[config.mk]
export PLATFORM = sky130hd
export DESIGN_NAME = c64_keyboard_matrix
export DESIGN_NICKNAME = d
export VERILOG_FILES = /design/src/rtl/c64_kbd_pkg.sv /design/src/rtl/kbd_event_fifo.sv /design/src/rtl/c64_keyboard_matrix.sv
export SDC_FILE = /design/constraint.sdc
export NUM_CORES = 1
export LEC_CHECK = 0
export BUFFER_PORTS_ARGS = -buffer_cell sky130_fd_sc_hd__buf_2
export CAP_MARGIN = 20
export CELL_PAD_IN_SITES_DETAIL_PLACEMENT = 0
export CELL_PAD_IN_SITES_GLOBAL_PLACEMENT = 1
export CORE_UTILIZATION = 35
export DETAILED_ROUTE_END_ITERATION = 7
export GPL_TIMING_DRIVEN = 0
export PLACE_DENSITY_LB_ADDON = 0.1
export SETUP_SLACK_MARGIN = 0.3
export SLEW_MARGIN = 15
export SYNTH_ARGS = -nofsm -noshare
export SYNTH_HDL_FRONTEND = slang
export SYNTH_SLANG_ARGS = --single-unit
[constraint.sdc]
create_clock -name clk -period 5.35 [get_ports clk]
set_input_delay 0.8025 -clock clk [delete_from_list [all_inputs] [get_ports clk]]
set_output_delay 0.8025 -clock clk [all_outputs]
set_load 0.1 [all_outputs]
[src/rtl/c64_kbd_pkg.sv]
// Shared definitions for the C64 keyboard/joystick front end:
// special key codes, the host event record and the matrix sense helpers.
package c64_kbd_pkg;

    localparam logic [6:0] KEY_RESTORE     = 7'd64;
    localparam logic [6:0] KEY_SHIFTLOCK   = 7'd65;
    localparam logic [6:0] KEY_RELEASE_ALL = 7'd127;
    localparam logic [5:0] KEY_LSHIFT      = 6'o17;

    typedef struct packed {
        logic [6:0] code;
        logic       make;
    } kbd_event_t;

    // Port B sense: a closed key pulls column b low when its row a is driven low on PA.
    function automatic logic [7:0] kbd_sense_pb(input logic [63:0] eff,
                                                input logic [7:0]  pa_drv,
                                                input logic [7:0]  pb_drv,
                                                input logic [7:0]  joy);
        logic [7:0] res;
        res = pb_drv & ~joy;
        for (int a = 0; a < 8; a++) begin
            for (int b = 0; b < 8; b++) begin
                if (eff[a*8+b] && !pa_drv[a]) begin
                    res[b] = 1'b0;
                end
            end
        end
        return res;
    endfunction

    // Port A sense: the transpose of the above, rows read back through driven columns.
    function automatic logic [7:0] kbd_sense_pa(input logic [63:0] eff,
                                                input logic [7:0]  pa_drv,
                                                input logic [7:0]  pb_drv,
                                                input logic [7:0]  joy);
        logic [7:0] res;
        res = pa_drv & ~joy;
        for (int a = 0; a < 8; a++) begin
            for (int b = 0; b < 8; b++) begin
                if (eff[a*8+b] && !pb_drv[b]) begin
                    res[a] = 1'b0;
                end
            end
        end
        return res;
    endfunction

endpackage

[src/rtl/kbd_event_fifo.sv]
// Small synchronous first-word-fall-through FIFO holding host key events
// until the next Phi 2 cycle can apply them.
module kbd_event_fifo
    import c64_kbd_pkg::*;
#(
    parameter int DEPTH = 4,
    parameter int WIDTH = 8
) (
    input  logic                       clk,
    input  logic                       res_n,
    input  logic                       push,
    input  logic [WIDTH-1:0]           wdata,
    input  logic                       pop,
    output logic [WIDTH-1:0]           rdata,
    output logic                       full,
    output logic                       empty,
    output logic [$clog2(DEPTH):0]     count
);

    localparam int PTR_W = $clog2(DEPTH);
    localparam int CNT_W = $clog2(DEPTH) + 1;

    logic [WIDTH-1:0] mem_r [DEPTH];
    logic [PTR_W-1:0] wr_ptr_r;
    logic [PTR_W-1:0] rd_ptr_r;
    logic [CNT_W-1:0] count_r;
    logic             push_ok_s;
    logic             pop_ok_s;

    assign full      = (count_r == CNT_W'(DEPTH));
    assign empty     = (count_r == {CNT_W{1'b0}});
    assign count     = count_r;
    assign rdata     = mem_r[rd_ptr_r];
    assign push_ok_s = push & ~full;
    assign pop_ok_s  = pop & ~empty;

    // Pointer and occupancy bookkeeping.
    always_ff @(posedge clk or negedge res_n) begin
        if (!res_n) begin
            wr_ptr_r <= {PTR_W{1'b0}};
            rd_ptr_r <= {PTR_W{1'b0}};
            count_r  <= {CNT_W{1'b0}};
        end else begin
            if (push_ok_s) begin
                wr_ptr_r <= wr_ptr_r + PTR_W'(1);
            end
            if (pop_ok_s) begin
                rd_ptr_r <= rd_ptr_r + PTR_W'(1);
            end
            case ({push_ok_s, pop_ok_s})
                2'b10:   count_r <= count_r + CNT_W'(1);
                2'b01:   count_r <= count_r - CNT_W'(1);
                default: count_r <= count_r;
            endcase
        end
    end

    // Event storage; contents are don't-care until written.
    always_ff @(posedge clk) begin
        if (push_ok_s) begin
            mem_r[wr_ptr_r] <= wdata;
        end
    end

endmodule

[src/rtl/c64_keyboard_matrix.sv]
// CIA1 keyboard/joystick front end: buffers host key events, applies one per
// Phi 2 to the 8x8 key matrix, drives RESTORE onto NMI and resolves CIA1 port inputs.
module c64_keyboard_matrix
    import c64_kbd_pkg::*;
#(
    parameter int FIFO_DEPTH    = 4,
    parameter int RESTORE_PULSE = 16
) (
    input  logic       clk,
    input  logic       res_n,
    input  logic       phi2_p,
    input  logic       key_valid,
    output logic       key_ready,
    input  logic [6:0] key_code,
    input  logic       key_make,
    input  logic [7:0] pa_out,
    input  logic [7:0] pb_out,
    input  logic [4:0] joy1,
    input  logic [4:0] joy2,
    output logic [7:0] pa_in,
    output logic [7:0] pb_in,
    output logic       restore_n
);

    localparam int CNT_W  = $clog2(RESTORE_PULSE + 1);
    localparam int FCNT_W = $clog2(FIFO_DEPTH) + 1;

    kbd_event_t         push_evt_s;
    kbd_event_t         pop_evt_s;
    logic               fifo_full_s;
    logic               fifo_empty_s;
    logic [FCNT_W-1:0]  fifo_count_s;
    logic               push_s;
    logic               pop_s;
    logic               restore_load_s;

    logic [63:0]        matrix_r;
    logic [63:0]        matrix_next_s;
    logic               shift_lock_r;
    logic               shift_lock_next_s;
    logic [CNT_W-1:0]   restore_cnt_r;
    logic [CNT_W-1:0]   restore_cnt_next_s;
    logic               restore_n_r;
    logic [63:0]        eff_s;
    logic [7:0]         pa_res_s;
    logic [7:0]         pb_res_s;
    logic [7:0]         pa_in_r;
    logic [7:0]         pb_in_r;

    assign push_evt_s = '{code: key_code, make: key_make};
    assign key_ready  = (fifo_count_s != FCNT_W'(FIFO_DEPTH));
    assign push_s     = key_valid & ~fifo_full_s;
    assign pop_s      = phi2_p & ~fifo_empty_s;

    kbd_event_fifo #(
        .DEPTH (FIFO_DEPTH),
        .WIDTH (8)
    ) u_fifo (
        .clk   (clk),
        .res_n (res_n),
        .push  (push_s),
        .wdata (push_evt_s),
        .pop   (pop_s),
        .rdata (pop_evt_s),
        .full  (fifo_full_s),
        .empty (fifo_empty_s),
        .count (fifo_count_s)
    );

    assign restore_load_s = pop_s & (pop_evt_s.code == KEY_RESTORE) & pop_evt_s.make;

    // Apply the popped event to the matrix and shift-lock state.
    always_comb begin
        matrix_next_s     = matrix_r;
        shift_lock_next_s = shift_lock_r;
        if (pop_s) begin
            if (pop_evt_s.code[6] == 1'b0) begin
                matrix_next_s[pop_evt_s.code[5:0]] = pop_evt_s.make;
            end else begin
                case (pop_evt_s.code)
                    KEY_SHIFTLOCK: begin
                        if (pop_evt_s.make) begin
                            shift_lock_next_s = ~shift_lock_r;
                        end else begin
                            shift_lock_next_s = shift_lock_r;
                        end
                    end
                    KEY_RELEASE_ALL: matrix_next_s = 64'd0;
                    default:         matrix_next_s = matrix_r;
                endcase
            end
        end else begin
            matrix_next_s = matrix_r;
        end
    end

    // A reload mid-pulse simply extends the low time; NMI sees only one falling edge.
    always_comb begin
        restore_cnt_next_s = restore_cnt_r;
        if (restore_load_s) begin
            restore_cnt_next_s = CNT_W'(RESTORE_PULSE);
        end else if (phi2_p && (restore_cnt_r != {CNT_W{1'b0}})) begin
            restore_cnt_next_s = restore_cnt_r - CNT_W'(1);
        end else begin
            restore_cnt_next_s = restore_cnt_r;
        end
    end

    // Key state and restore pulse registers.
    always_ff @(posedge clk or negedge res_n) begin
        if (!res_n) begin
            matrix_r      <= 64'd0;
            shift_lock_r  <= 1'b0;
            restore_cnt_r <= {CNT_W{1'b0}};
            restore_n_r   <= 1'b1;
        end else begin
            matrix_r      <= matrix_next_s;
            shift_lock_r  <= shift_lock_next_s;
            restore_cnt_r <= restore_cnt_next_s;
            restore_n_r   <= (restore_cnt_next_s == {CNT_W{1'b0}});
        end
    end

    // Shift lock is wired in parallel with left shift.
    always_comb begin
        eff_s                      = matrix_r;
        eff_s[KEY_LSHIFT]          = matrix_r[KEY_LSHIFT] | shift_lock_r;
        pb_res_s = kbd_sense_pb(eff_s, pa_out, pb_out, {3'b000, joy1});
        pa_res_s = kbd_sense_pa(eff_s, pa_out, pb_out, {3'b000, joy2});
    end

    // Port inputs are sampled once per Phi 2 so the CPU sees a stable value.
    always_ff @(posedge clk or negedge res_n) begin
        if (!res_n) begin
            pa_in_r <= 8'hFF;
            pb_in_r <= 8'hFF;
        end else if (phi2_p) begin
            pa_in_r <= pa_res_s;
            pb_in_r <= pb_res_s;
        end
    end

    assign pa_in     = pa_in_r;
    assign pb_in     = pb_in_r;
    assign restore_n = restore_n_r;

endmodule

==> key figures <==
Timing
  – Unrepaired setup endpoints after global routing: false
  – Final worst path period share: between 50% and 60%
  – Clock Skew: 0.00973 ns
  – Setup slack after layout: 2.46 ns
  – Slew HR: 34.9%
  – Pins over their slew limit: 0
  – Tmin final: slightly below 3 ns
  – Final setup vio count: 0
  – Worst Tran Pin Value: 0.974 ns
  – Hold Violations, Final: 0
  – Max Clk Rate: approximately 0.35 GHz
  – Fin Setup TNS: 0 ns

Clocking
  – Htree depth: 4
  – Clk Tree Root Cell: clkbuf_16
  – Reg clk slew, reported paths: 0.06 ns
  – TritonCTS Buffers: 17
  – # clock sinks: 126
  – Clock latency on the worst-skew pair: 0.43 ns
  – CTS tree: done
  – Clock buffer depth: 2
  – # resized after CTS: 0
  – Setup bufs post-CTS: 0
  – Hold-fix buffers at CTS: 0

Flow run
  – Max-Cap Viols: 0

Yosys
  – Top cells by area, synth: dfrtp_1 28%, edfxtp_1 14%, o211a_1 7.8%, a221o_1 6.6%, dfstp_2 6.6%
  – Synth Area in Simple Gates: between 10% and 20%
  – Top cells by count, synth: 77 x dfrtp_1, 53 x o211a_1, 45 x a221o_1, 45 x inv_1, 32 x edfxtp_1
  – Synth Net Count: 620
  – Synth Register Bits: roughly 130
  – Post-Syn Instances: 575
  – Post-Syn Area: between 0.006 and 0.007 sq mm
  – Syn Area/Cell: around 12 sq um
  – Mux contribution to synthesized area: 3.64%
  – Synth Area in XOR/XNOR: 1.42%
  – Ys flop type: dfrtp_1
  – Share of the synthesized area in the top cell type: 28.4%
  – EDFF count, synth: 32
  – Biggest area consumer among synthesized cells: dfrtp_1
  – Sequential share of the synthesized area: 49.2%
  – Most frequent cell after synthesis: dfrtp_1
  – Compound-Gate Fraction of Synth Area: ~29%
  – Ys Warns: 0
  – Yosys cell types: 55
  – Main combinational cell family by area after synthesis: compound AO/OA/AOI/OAI gates
  – Post-synthesis adder-cell area fraction: under 10%
  – Fraction of synthesis flops using an asynchronous set or reset pin: 74.6%

Worst hold path
  – Min-delay worst type: input pin to asynchronous set/reset pin

Finish
  – Synth-to-layout area growth: 17.9%
  – Layout cells sized above 1: about 20%
  – Final #Nets: 695
  – Diodes inserted: 0

Routing
  – Post-route ant nets: 0
  – Vias per inst: 6.12
  – Routed WL: 23.4 mm
  – Drt first pass iters: 7
  – Via count: around 5600
  – Residual DRC count: 0
  – DR WL/cell: between 20 and 30 um
  – Initial drt markers: around 490

Critical path
  – CP top delay family: buffers and inverters
  – Crit path arrival time: 3.22 ns
  – RR Startpoint: u_fifo.count[0]$_DFFE_PN0P_
  – RR Endpoint: matrix_r[62]$_DFFE_PN0P_
  – Reg2reg path depth: 7
  – Crit Path Class: flop to flop
  – Critical Path Source Type: flop
  – Slowest-stage cell, CP: o31ai_1
  – Largest stage delay, worst path: 0.73 ns
  – CP bufs+invs: 3
  – CP max FO: 10
  – CP Cell Sequence: o31ai_1, inv_1, nand3b_1, buf_2, clkbuf_1, nor3_1, a211o_1
  – Worst path required time: 5.67 ns
  – CP Capture Type: flop
  – Reg2reg setup slack: 2.46 ns

Floorplanning
  – Die height: 141 um
  – IO Pins: 56
  – Die area: 0.0199 sq mm
  – Row Count: 50
  – Starting density of the core: 36.0%
  – DIE WIDTH: around 140 um
  – Core ar.: approximately 0.019 sq mm

Pwr
  – Leakage: 3.50 nW
  – PD cells: roughly 660 mW/mm^2
  – Max VDD drop: 0.295 mV
  – Tot Pwr: 0.00526 W

Place
  – DPL Wire Length: between 15 and 20 mm
  – PortBufs: 55
  – GP Congestion: 0.885
  – Dpl ws: about 2.4 ns

GRT
  – Number of global-route vias before repair: 5638
  – Initial antenna violation count: 0
  – Overflow after GRT: 0
  – Total GRT Usage: 24.8%
  – First-pass GRT wire length: between 30 and 40 mm
  – Largest net degree at the start of global routing: between 60 and 70

Outcome
  – Outcome: finished, final reports clean
where the power goes:
group,switching [W],internal (W)
logic,0.00142,0.000957
registers,0.000377,0.00135
clock network,0.000477,0.000684
total,0.00227,0.00299
how the worst max path moves through the flow:
stage                                   to  cells past startpoint                   startpoint  slack [ns]
3_5_place_dp      matrix_r[62]$_DFFE_PN0P_                      8                       phi2_p        2.43
2_1_floorplan  u_fifo.count[2]$_DFFE_PN0P_                     10  u_fifo.count[0]$_DFFE_PN0P_        2.44
4_1_cts           matrix_r[62]$_DFFE_PN0P_                      7  u_fifo.count[0]$_DFFE_PN0P_        2.45
6_report          matrix_r[62]$_DFFE_PN0P_                      7  u_fifo.count[0]$_DFFE_PN0P_        2.46
5_1_grt           matrix_r[60]$_DFFE_PN0P_                      7  u_fifo.count[0]$_DFFE_PN0P_        2.33
3_3_place_gp    restore_cnt_r[3]$_DFF_PN0_                      1                        res_n        2.37
cells in the final DEF (no fill, tap or decap), types with 17 or more instances in the layout:
cell	n
dfrtp_1	77
buf_2	64
o211a_1	53
inv_1	45
a221o_1	45
edfxtp_1	32
clkbuf_1	27
nor3_1	24
a211o_1	22
a211oi_1	21
clkbuf_16	17
dfstp_2	17
worst register-to-register path, stage by stage (launching register included):
cell and delay (ns):
dfrtp_1 0.40, o31ai_1 0.73, inv_1 0.31, nand3b_1 0.19
buf_2 0.29, clkbuf_1 0.45, nor3_1 0.12, a211o_1 0.29
through the flow:
step           instance area, sq um  cells  util [%]  hold WS [ns]
2_1_floorplan                  6780    575         -         0.442
3_3_place_gp                   7380    890      39.2         0.464
3_5_place_dp                   7420    891      39.4         0.470
4_1_cts                        7990    923      42.4         0.250
5_1_grt                        7990    923      42.4         0.260
6_report                       7990    923      42.4         0.246
kinds of logic (layout without fill, tap and decap cells):
kind of cell | after synthesis | in the layout
AO/OA/AOI/OAI | 215 | 215
XOR/XNOR | 11 | 11
adder cells (fa/ha/maj) | 7 | 7
buffers and inverters | 89 | 177
flip-flops | 126 | 126
multiplexers | 14 | 14
AND/OR/NAND/NOR | 113 | 113
cell type report:
type	count	area (sq um)
Clock inverter	14	144
Sequential cell	126	3330
Inverter	47	176
Timing Repair Buffer	56	309
Multi-Input combinational cell	360	3070
Clock buffer	18	429
Tap cell	260	325
Buffer	42	200
Fill cell	1828	10800
state kept, by name, indices dropped and copies added (netlist names), 2 cells and up:
| signal | flops |
|---|---|
| pa_in | 8 |
| u_fifo.rd_ptr_r | 2 |
| pb_in | 8 |
| matrix_r | 64 |
| u_fifo.count | 3 |
| restore_cnt_r | 5 |
| u_fifo.mem_r | 32 |
| u_fifo.wr_ptr_r | 2 |
metal layers:
metal	wire length, um	global-route usage, %
met3	1750	5.10
met4	791	10.4
met2	10800	39.4
met1	10000	32.8
met5	0	0
Power figures use the tool's default switching activity.
